File: config.mk
export PLATFORM = sky130hd
export DESIGN_NAME = uart_rx_deframer_flat
export DESIGN_NICKNAME = d
export VERILOG_FILES = /design/src/rtl/uart_pkg.sv /design/src/rtl/uart_rx_deframer_if.sv /design/src/rtl/uart_sync2.sv /design/src/rtl/uart_rx_deframer.sv /design/src/flat_wrapper.sv
export SDC_FILE = /design/constraint.sdc
export NUM_CORES = 1
export LEC_CHECK = 0
export ABC_AREA = 1
export CORE_AREA = 2 2 71 73
export CTS_CLUSTER_SIZE = 40
export DETAILED_ROUTE_END_ITERATION = 7
export DIE_AREA = 0 0 73 75
export HOLD_SLACK_MARGIN = 0.1
export SKIP_CTS_REPAIR_TIMING = 1
export SYNTH_ARGS = -nofsm -noshare
export SYNTH_HDL_FRONTEND = slang
export SYNTH_SLANG_ARGS = --single-unit
File: constraint.sdc
create_clock -name clk -period 1.7 [get_ports clk]
set_input_delay 0.17 -clock clk [delete_from_list [all_inputs] [get_ports clk]]
set_output_delay 0.17 -clock clk [all_outputs]
set_load 0.03 [all_outputs]
File: src/rtl/uart_pkg.sv
// Shared types and defaults for the UART receive path.
// The deframer FSM states and the default frame geometry live here.
package uart_pkg;

    localparam int UART_DATA_BITS  = 8;
    localparam int UART_OVERSAMPLE = 16;

    typedef enum logic [2:0] {
        IDLE   = 3'd0,
        START  = 3'd1,
        DATA   = 3'd2,
        PARITY = 3'd3,
        STOP   = 3'd4
    } uart_rx_state_t;

endpackage

File: src/rtl/uart_rx_deframer_if.sv
// Serial-in / frame-out bundle between a UART line source and the deframer.
// The slave modport is the deframer side; the master modport drives the line.
interface uart_rx_deframer_if #(
    parameter int DATA_BITS = 8
);
    logic                 baud_tick;
    logic                 rx_in;
    logic [DATA_BITS-1:0] data_sipo;
    logic                 parity_in;
    logic                 parity_load;
    logic                 stop_error;
    logic                 busy;

    modport slave (
        input  baud_tick, rx_in,
        output data_sipo, parity_in, parity_load, stop_error, busy
    );

    modport master (
        output baud_tick, rx_in,
        input  data_sipo, parity_in, parity_load, stop_error, busy
    );
endinterface

File: src/rtl/uart_sync2.sv
// Two-flop synchronizer for an asynchronous level, resetting to 1 (idle line).
// Also used for the TX-side CTS input.
module uart_sync2 (
    input  logic clk,
    input  logic rst_n,
    input  logic i_d,
    output logic o_q
);
    logic r_meta;
    logic r_sync;

    always_ff @(posedge clk) begin
        if (!rst_n) begin
            r_meta <= 1'b1;
            r_sync <= 1'b1;
        end else begin
            r_meta <= i_d;
            r_sync <= r_meta;
        end
    end

    assign o_q = r_sync;
endmodule

File: src/rtl/uart_rx_deframer.sv
// UART receive deframer: qualifies the start bit at mid-bit, shifts in data LSB-first,
// captures parity, checks stop, then presents the frame with a one-clk parity_load strobe.
module uart_rx_deframer
    import uart_pkg::*;
#(
    parameter int DATA_BITS  = UART_DATA_BITS,
    parameter int OVERSAMPLE = UART_OVERSAMPLE
) (
    input logic                 clk,
    input logic                 rst_n,
    uart_rx_deframer_if.slave   bus
);
    localparam int TW = $clog2(OVERSAMPLE);
    localparam int BW = $clog2(DATA_BITS + 1);
    localparam logic [TW-1:0] HALF_LAST = TW'(OVERSAMPLE / 2 - 1);
    localparam logic [TW-1:0] FULL_LAST = TW'(OVERSAMPLE - 1);
    localparam logic [BW-1:0] BIT_LAST  = BW'(DATA_BITS - 1);

    logic                 w_rx_s;
    uart_rx_state_t       r_state;
    logic [TW-1:0]        r_tick_cnt;
    logic [BW-1:0]        r_bit_cnt;
    logic [DATA_BITS-1:0] r_shreg;
    logic                 r_parity;
    logic [DATA_BITS-1:0] r_data_sipo;
    logic                 r_parity_in;
    logic                 r_parity_load;
    logic                 r_stop_error;
    logic                 r_busy;

    uart_sync2 u_sync (
        .clk   (clk),
        .rst_n (rst_n),
        .i_d   (bus.rx_in),
        .o_q   (w_rx_s)
    );

    always_ff @(posedge clk) begin
        if (!rst_n) begin
            r_state       <= IDLE;
            r_tick_cnt    <= '0;
            r_bit_cnt     <= '0;
            r_shreg       <= '0;
            r_parity      <= 1'b0;
            r_data_sipo   <= '0;
            r_parity_in   <= 1'b0;
            r_parity_load <= 1'b0;
            r_stop_error  <= 1'b0;
            r_busy        <= 1'b0;
        end else begin
            r_parity_load <= 1'b0;
            if (bus.baud_tick) begin
                unique case (r_state)
                    IDLE: begin
                        if (!w_rx_s) begin
                            r_state    <= START;
                            r_tick_cnt <= '0;
                            r_busy     <= 1'b1;
                        end
                    end
                    START: begin
                        // A start bit that is high again at its midpoint is a glitch.
                        if (r_tick_cnt == HALF_LAST) begin
                            r_tick_cnt <= '0;
                            if (!w_rx_s) begin
                                r_state   <= DATA;
                                r_bit_cnt <= '0;
                            end else begin
                                r_state <= IDLE;
                                r_busy  <= 1'b0;
                            end
                        end else begin
                            r_tick_cnt <= r_tick_cnt + 1'b1;
                        end
                    end
                    DATA: begin
                        if (r_tick_cnt == FULL_LAST) begin
                            r_tick_cnt <= '0;
                            r_shreg    <= {w_rx_s, r_shreg[DATA_BITS-1:1]};
                            r_bit_cnt  <= r_bit_cnt + 1'b1;
                            if (r_bit_cnt == BIT_LAST) r_state <= PARITY;
                        end else begin
                            r_tick_cnt <= r_tick_cnt + 1'b1;
                        end
                    end
                    PARITY: begin
                        if (r_tick_cnt == FULL_LAST) begin
                            r_tick_cnt <= '0;
                            r_parity   <= w_rx_s;
                            r_state    <= STOP;
                        end else begin
                            r_tick_cnt <= r_tick_cnt + 1'b1;
                        end
                    end
                    STOP: begin
                        // Frames with a bad stop bit are still delivered, flagged.
                        if (r_tick_cnt == FULL_LAST) begin
                            r_tick_cnt    <= '0;
                            r_stop_error  <= ~w_rx_s;
                            r_data_sipo   <= r_shreg;
                            r_parity_in   <= r_parity;
                            r_parity_load <= 1'b1;
                            r_state       <= IDLE;
                            r_busy        <= 1'b0;
                        end else begin
                            r_tick_cnt <= r_tick_cnt + 1'b1;
                        end
                    end
                    default: begin
                        r_state <= IDLE;
                        r_busy  <= 1'b0;
                    end
                endcase
            end
        end
    end

    assign bus.data_sipo   = r_data_sipo;
    assign bus.parity_in   = r_parity_in;
    assign bus.parity_load = r_parity_load;
    assign bus.stop_error  = r_stop_error;
    assign bus.busy        = r_busy;
endmodule
File: src/flat_wrapper.sv
// flat-port wrapper written by rule: the top's interface ports become plain ports
module uart_rx_deframer_flat import uart_pkg::*;
#(
    parameter int DATA_BITS  = UART_DATA_BITS,
    parameter int OVERSAMPLE = UART_OVERSAMPLE
)
  (clk, rst_n, bus_baud_tick, bus_rx_in, bus_data_sipo, bus_parity_in, bus_parity_load, bus_stop_error, bus_busy);
  uart_rx_deframer_if #(.DATA_BITS(DATA_BITS)) bus_i ();
  input logic clk;
  input logic rst_n;
  input wire logic [$bits(bus_i.baud_tick)-1:0] bus_baud_tick;
  input wire logic [$bits(bus_i.rx_in)-1:0] bus_rx_in;
  output wire logic [$bits(bus_i.data_sipo)-1:0] bus_data_sipo;
  output wire logic [$bits(bus_i.parity_in)-1:0] bus_parity_in;
  output wire logic [$bits(bus_i.parity_load)-1:0] bus_parity_load;
  output wire logic [$bits(bus_i.stop_error)-1:0] bus_stop_error;
  output wire logic [$bits(bus_i.busy)-1:0] bus_busy;
  assign bus_i.baud_tick = bus_baud_tick;
  assign bus_i.rx_in = bus_rx_in;
  assign bus_data_sipo = bus_i.data_sipo;
  assign bus_parity_in = bus_i.parity_in;
  assign bus_parity_load = bus_i.parity_load;
  assign bus_stop_error = bus_i.stop_error;
  assign bus_busy = bus_i.busy;
  uart_rx_deframer #(.DATA_BITS(DATA_BITS), .OVERSAMPLE(OVERSAMPLE)) u_core (.clk(clk), .rst_n(rst_n), .bus(bus_i));
endmodule
Word-level counts from Yosys, hierarchy flattened
Index checks and enable logic that the tools add are counted.
{ "word_totals": {"reg_bits": 34, "input_bits": 4, "out_inout_bits": 12, "word_cells": 65} }
{ "classes": {"addsub": 2, "eq_ne": 15, "muxes": 21, "bitwise": 2, "reduce_logical": 13} }
{ "op_table": {"columns": ["op", "count"], "rows": [
  ["$mux W4", 5],
  ["$mux W3", 6],
  ["$pmux W3 S5", 1],
  ["$reduce_and A3 Y1", 5],
  ["$pmux W4 S3", 1],
  ["$ne A2 B1 Y1 const B", 5],
  ["$add A4 B1 Y4 const B", 2],
  ["$eq A4 B3 Y1 const B", 2],
  ["$pmux W4 S2", 1],
  ["$reduce_and A7 Y1", 1],
  ["$eq A3 B2 Y1 const B", 2],
  ["$ne A2 B2 Y1 const B", 3],
  ["$reduce_and A6 Y1", 1],
  ["$mux W1", 5],
  ["$reduce_and A5 Y1", 1],
  ["$eq A4 B4 Y1 const B", 1],
  ["$pmux W1 S4", 1],
  ["$eq A3 B1 Y1 const B", 1],
  ["$eq A3 B3 Y1 const B", 1],
  ["$logic_not A3 Y1", 1],
  ["$reduce_bool A3 Y1", 1],
  ["$reduce_or A3 Y1", 1],
  ["$mux W2", 1],
  ["$not A1 Y1", 2],
  ["2 further kinds", 2]
]} }

Longest topological paths before layout
{ "logic_depth": {"ltp_word": 4, "depth_mapped": 10, "ltp_nobuf": 10} }

Modules after synthesis
A second synthesis with hierarchy kept.
{ "unflattened": {"hier_cells": 219, "area_unflattened_um2": 1569.0} }
{ "modules_own_cells": {"columns": ["module", "instances", "cells_per_inst", "area_per_inst_um2", "seq_area_each_um2"], "rows": [
  ["uart_rx_deframer", 1, 213, 1514.0, 640.6],
  ["uart_sync2", 1, 6, 55.1, 40.0]
]} }

Worst setup path after synthesis
No wires, ideal clock.
{ "synth_timing": {"path_kind": "reg2reg", "from": "reg u_core.r_tick_cnt[0]", "to": "reg u_core.r_bit_cnt[0]", "setup_time_ns": 0.113, "arrival_time_ns": 1.226, "required_ns": 1.587, "path_slack_ns": 0.361, "path_stages_with_launch": 9, "path_buffers": 0, "period_less_slack_ns": 1.339, "cell_sequence": "dfxtp_1 -> ha_1 -> nand2_1 -> nor2_1 -> nor2_1 -> nor2_2 -> nand3_1 -> o21ai_1 -> inv_1"} }
{ "synth_between": {"elab_chain_len": 3, "elab_cells_between_ends": 5, "classes_between": "eq/ne: 4; reduce/logical: 1"} }
{ "synth_rtl": {"columns": ["element", "line_no", "source"], "rows": [
  ["start: declaration", "uart_rx_deframer.sv:21", "logic [TW-1:0] r_tick_cnt;"],
  ["start signal: assignment", "uart_rx_deframer.sv:73", "r_tick_cnt <= r_tick_cnt + 1'b1;"],
  ["start signal: assignment", "uart_rx_deframer.sv:83", "r_tick_cnt <= r_tick_cnt + 1'b1;"],
  ["start signal: assignment", "uart_rx_deframer.sv:92", "r_tick_cnt <= r_tick_cnt + 1'b1;"],
  ["$eq A4 B4 Y1 or $eq A4 B3 Y1 (tied branches)", "uart_rx_deframer.sv:77, uart_rx_deframer.sv:63", null],
  ["$ne A2 B1 Y1 (no line)", null, null],
  ["$reduce_and A5 Y1 (no line) (*)", null, null],
  ["end signal: assignment", "uart_rx_deframer.sv:80", "r_bit_cnt <= r_bit_cnt + 1'b1;"],
  ["end: declaration", "uart_rx_deframer.sv:22", "logic [BW-1:0] r_bit_cnt;"]
]} }
Every way passes the cells marked *; elsewhere a longest branch is shown, timed or not.
A chain may end at the register's enable or synchronous reset.

Final worst setup path
{ "layout_timing": {"from": "reg u_core.r_tick_cnt[1]", "to": "reg u_core.r_bit_cnt[0]"} }
The elaborated chain is that of the path after synthesis.

==> impl_metrics.py <==
metrics = {
    "layout": {
        "fill_cells": 466,
        "drive_above_1_share_pct": 15.4,
        "fin_util_pct": 40.2,
        "syn_to_final_growth_pct": 21.7,
        "diodes": 0,
        "final_area_sq_um": 1870,
        "fin_nets": 233,
    },
    "pwr": {
        "power_mw": 2.46,
        "power_density_nw_per_um2": 1310,
        "vdd_drop_max_mv": 0.677,
        "p_leak_nw": 0.776,
    },
    "die": {
        "num_rows": 25,
        "chipHeight_microns": 75,
        "die_w_microns": 73,
        "core_sq_um": 4660,
        "initial_utilization_pct": 33.0,
        "pin_count": 16,
        "floorplan.die_area_sq_um": 5480,
    },
    "timing": {
        "fin_ws_ps": 196,
        "drv_slew": 0,
        "hold_viol_final": 0,
        "timing.final.crit_share_pct": 88.5,
        "max-slew-margin-rel_pct": 78.1,
        "setup-violations-final": 0,
        "worstMarginPinSlew_ps": 328,
        "fin_crit_ps": 1500,
        "clock-skew-final_ps": 7.71,
        "max_freq_ghz": 0.665,
    },
    "global_route": {
        "grt_overflow": 0,
        "grt_max_degree": 14,
        "antenna_found_initial": 0,
        "grt_util_all_layers_pct": 13.2,
        "first_global_vias": 1223,
        "grt_pass1_wl_mm": 5.49,
    },
    "critical_path": {
        "cp.required_ps": 1880,
        "start_kind": "flip-flop",
        "arrival_ps": 1680,
        "endpoint_kind": "flip-flop",
        "crit_slowest_cell": "dfxtp_1",
        "critical_path.max_stage_delay_ps": 370,
        "crit_fanout": 4,
        "cp_common_cell": "nor2_1",
        "crit_chain": "ha_2 > nand2_1 > nor2_1 > nor2_1 > nor2_2 > nand3_2 > o21ai_1 > inv_1",
        "criticalPathCategory": "reg -> reg",
    },
    "placement": {
        "dp_hpwl_mm": 2.33,
        "port_buffers": 15,
        "pre_cts_ws_ps": 115,
        "gp_congestion": 0.890,
        "dpl_cell_area_sq_um": 1750,
    },
    "route": {
        "vias_per_cell": 4.69,
        "wire_per_inst_microns": 11.3,
        "drt_iter0_drc": 80,
        "num_vias": 1318,
        "drt_wl_total_mm": 3.17,
        "drc_errors": 0,
        "ant_nets": 0,
        "dr.pass1.iters": 4,
    },
    "clock_tree": {
        "cts.path.max_buffers": 2,
        "cts_tree": "built",
        "cts.clk_slew.worst_paths_ps": 70,
        "clk-insertion-delay-late_ps": 280,
        "htreeDepth": 2,
        "cts-root-buf": "clkbuf_8",
        "numCtsBuffers": 5,
        "clock-sinks": 34,
    },
    "synth": {
        "synth_cell_types": 27,
        "synthCells": 206,
        "mappedNetlistArea_sq_um": 1540,
        "synth_nets": 212,
        "syn_avg_cell_area_sq_um": 7.47,
        "yosysSeqAreaShare_pct": 44.2,
        "ys_warn_count": 0,
        "ys_ff_latch": 34,
    },
    "outcome": {
        "status": "completed",
    },
    "worst_hold_path": {
        "min_path_type": "reg -> reg",
    },
    "job": {
        "maxCapViolCount": 0,
    },
}
==> cells in the final DEF (no fill, tap or decap) <==
master | Yosys | final
nand3b_1 | 1 | 1
dfxtp_1 | 34 | 34
buf_4 | 0 | 4
inv_4 | 1 | 1
inv_2 | 4 | 4
nor3b_1 | 1 | 1
nor3_4 | 1 | 1
nor2_2 | 5 | 5
nand2_2 | 3 | 3
or2_2 | 2 | 2
nand3_4 | 1 | 1
nand3_2 | 2 | 3
a21oi_1 | 15 | 15
nor3_2 | 1 | 1
xnor2_1 | 1 | 1
clkbuf_8 | 0 | 6
nor2_4 | 2 | 2
nor2_1 | 45 | 45
o21ai_1 | 3 | 3
xor2_1 | 2 | 2
nand3_1 | 13 | 12
o21ai_0 | 18 | 18
nand2_1 | 29 | 29
nand4_1 | 2 | 2
clkdlybuf4s50_1 | 0 | 15
ha_1 | 2 | 1
inv_1 | 12 | 12
o21bai_1 | 1 | 1
ha_2 | 0 | 1
bufinv_16 | 0 | 1
==> metal layers <==
layer  global-route usage [%]  wire length, microns  vias to the layer above
li1                         -                     -                      711
met1                     16.5                  1520                      579
met2                     21.0                  1490                       24
met3                     3.61                   109                        4
met4                     6.79                    53                        0
met5                        0                     0                        -
==> worst paths after layout <==
kind / from / end / slack [ps] / depth (start not counted)
min reg2reg: u_core.u_sync.r_meta / u_core.u_sync.o_q / 400 / 1
max: u_core.r_tick_cnt[1] / u_core.r_bit_cnt[0] / 200 / 8
max reg2reg: u_core.r_tick_cnt[1] / u_core.r_bit_cnt[0] / 200 / 8
min: u_core.u_sync.r_meta / u_core.u_sync.o_q / 400 / 1
==> worst max-delay path: cells and delay by family, from the launching register on <==
kind                     cells  cell delay (ps)
AO/OA/AOI/OAI                1              140
adder cells (fa/ha/maj)      1              230
buffers and inverters        1               40
flip-flops                   1              370
AND/OR/NAND/NOR              5              610
==> synth_stat cells <==
master	instances	share of area, %
nand3b_1	1	0.49
ha_1	2	1.6
o21ai_1	3	0.98
o21bai_1	1	0.49
nand4_1	2	0.81
nor2_1	45	11
inv_4	1	0.41
nand3_2	2	1.3
buf_6	2	1.5
clkbuf_1	3	0.73
nand2_1	29	7.1
a21oi_1	15	4.9
dfxtp_1	34	44
xor2_1	2	1.1
or2_2	2	0.81
inv_1	12	2.9
nor3_4	1	1.1
inv_2	4	0.98
nor3b_1	1	0.49
xnor2_1	1	0.57
nand3_4	1	1.1
nor2_2	5	2.0
nor3_2	1	0.65
nor2_4	2	1.5
o21ai_0	18	5.9
nand2_2	3	1.2
nand3_1	13	4.2
==> final cells by class <==
| type | count | area, sq um | share of cell area, % |
|---|---|---|---|
| well taps | 54 | 67.6 | 3.61 |
| clock inverters | 1 | 30.0 | 1.60 |
| multi-input cells | 150 | 766 | 40.9 |
| clock buffers | 6 | 82.6 | 4.41 |
| repair buffers | 19 | 180 | 9.62 |
| inverters | 17 | 66.3 | 3.54 |
| flip-flops and latches | 34 | 681 | 36.3 |
==> metrics by stage <==
| stage | hold slack, ps | cells | setup TNS, ps |
|---|---|---|---|
| 2_1_floorplan | 277 | 206 | 0 |
| 3_3_place_gp | 397 | 274 | 0 |
| 3_5_place_dp | 401 | 274 | 0 |
| 4_1_cts | 412 | 281 | 0 |
| 6_report | 404 | 281 | 0 |
| 5_1_grt | 451 | 281 | -3.04 |
==> logic make-up (layout without fill, tap and decap cells) <==
kind of cell	Yosys count	in the layout	synth area share [%]
buffers and inverters	22	43	6.50
flip-flops	34	34	44.2
AO/OA/AOI/OAI	37	37	12.2
AND/OR/NAND/NOR	108	108	33.7
adder cells (fa/ha/maj)	2	2	1.63
XOR/XNOR	3	3	1.71
==> state kept, by name, summed over array words and instances, names as in the netlist <==
register and cells:
u_core.bus.busy 1, u_core.bus.stop_error 1, u_core.bus.parity_load 1, u_core.r_shreg 8
u_core.r_tick_cnt 4, u_core.r_state 3, u_core.bus.parity_in 1, u_core.u_sync.o_q 1
u_core.bus.data_sipo 8, u_core.r_bit_cnt 4, u_core.u_sync.r_meta 1, u_core.r_parity 1
==> where the power goes <==
group	internal (mW)	switching (mW)	total (mW)
combinational	0.255	0.516	0.771
clock	0.469	0.282	0.751
sequential	0.846	0.0887	0.935
Power figures use the tool's default switching activity.
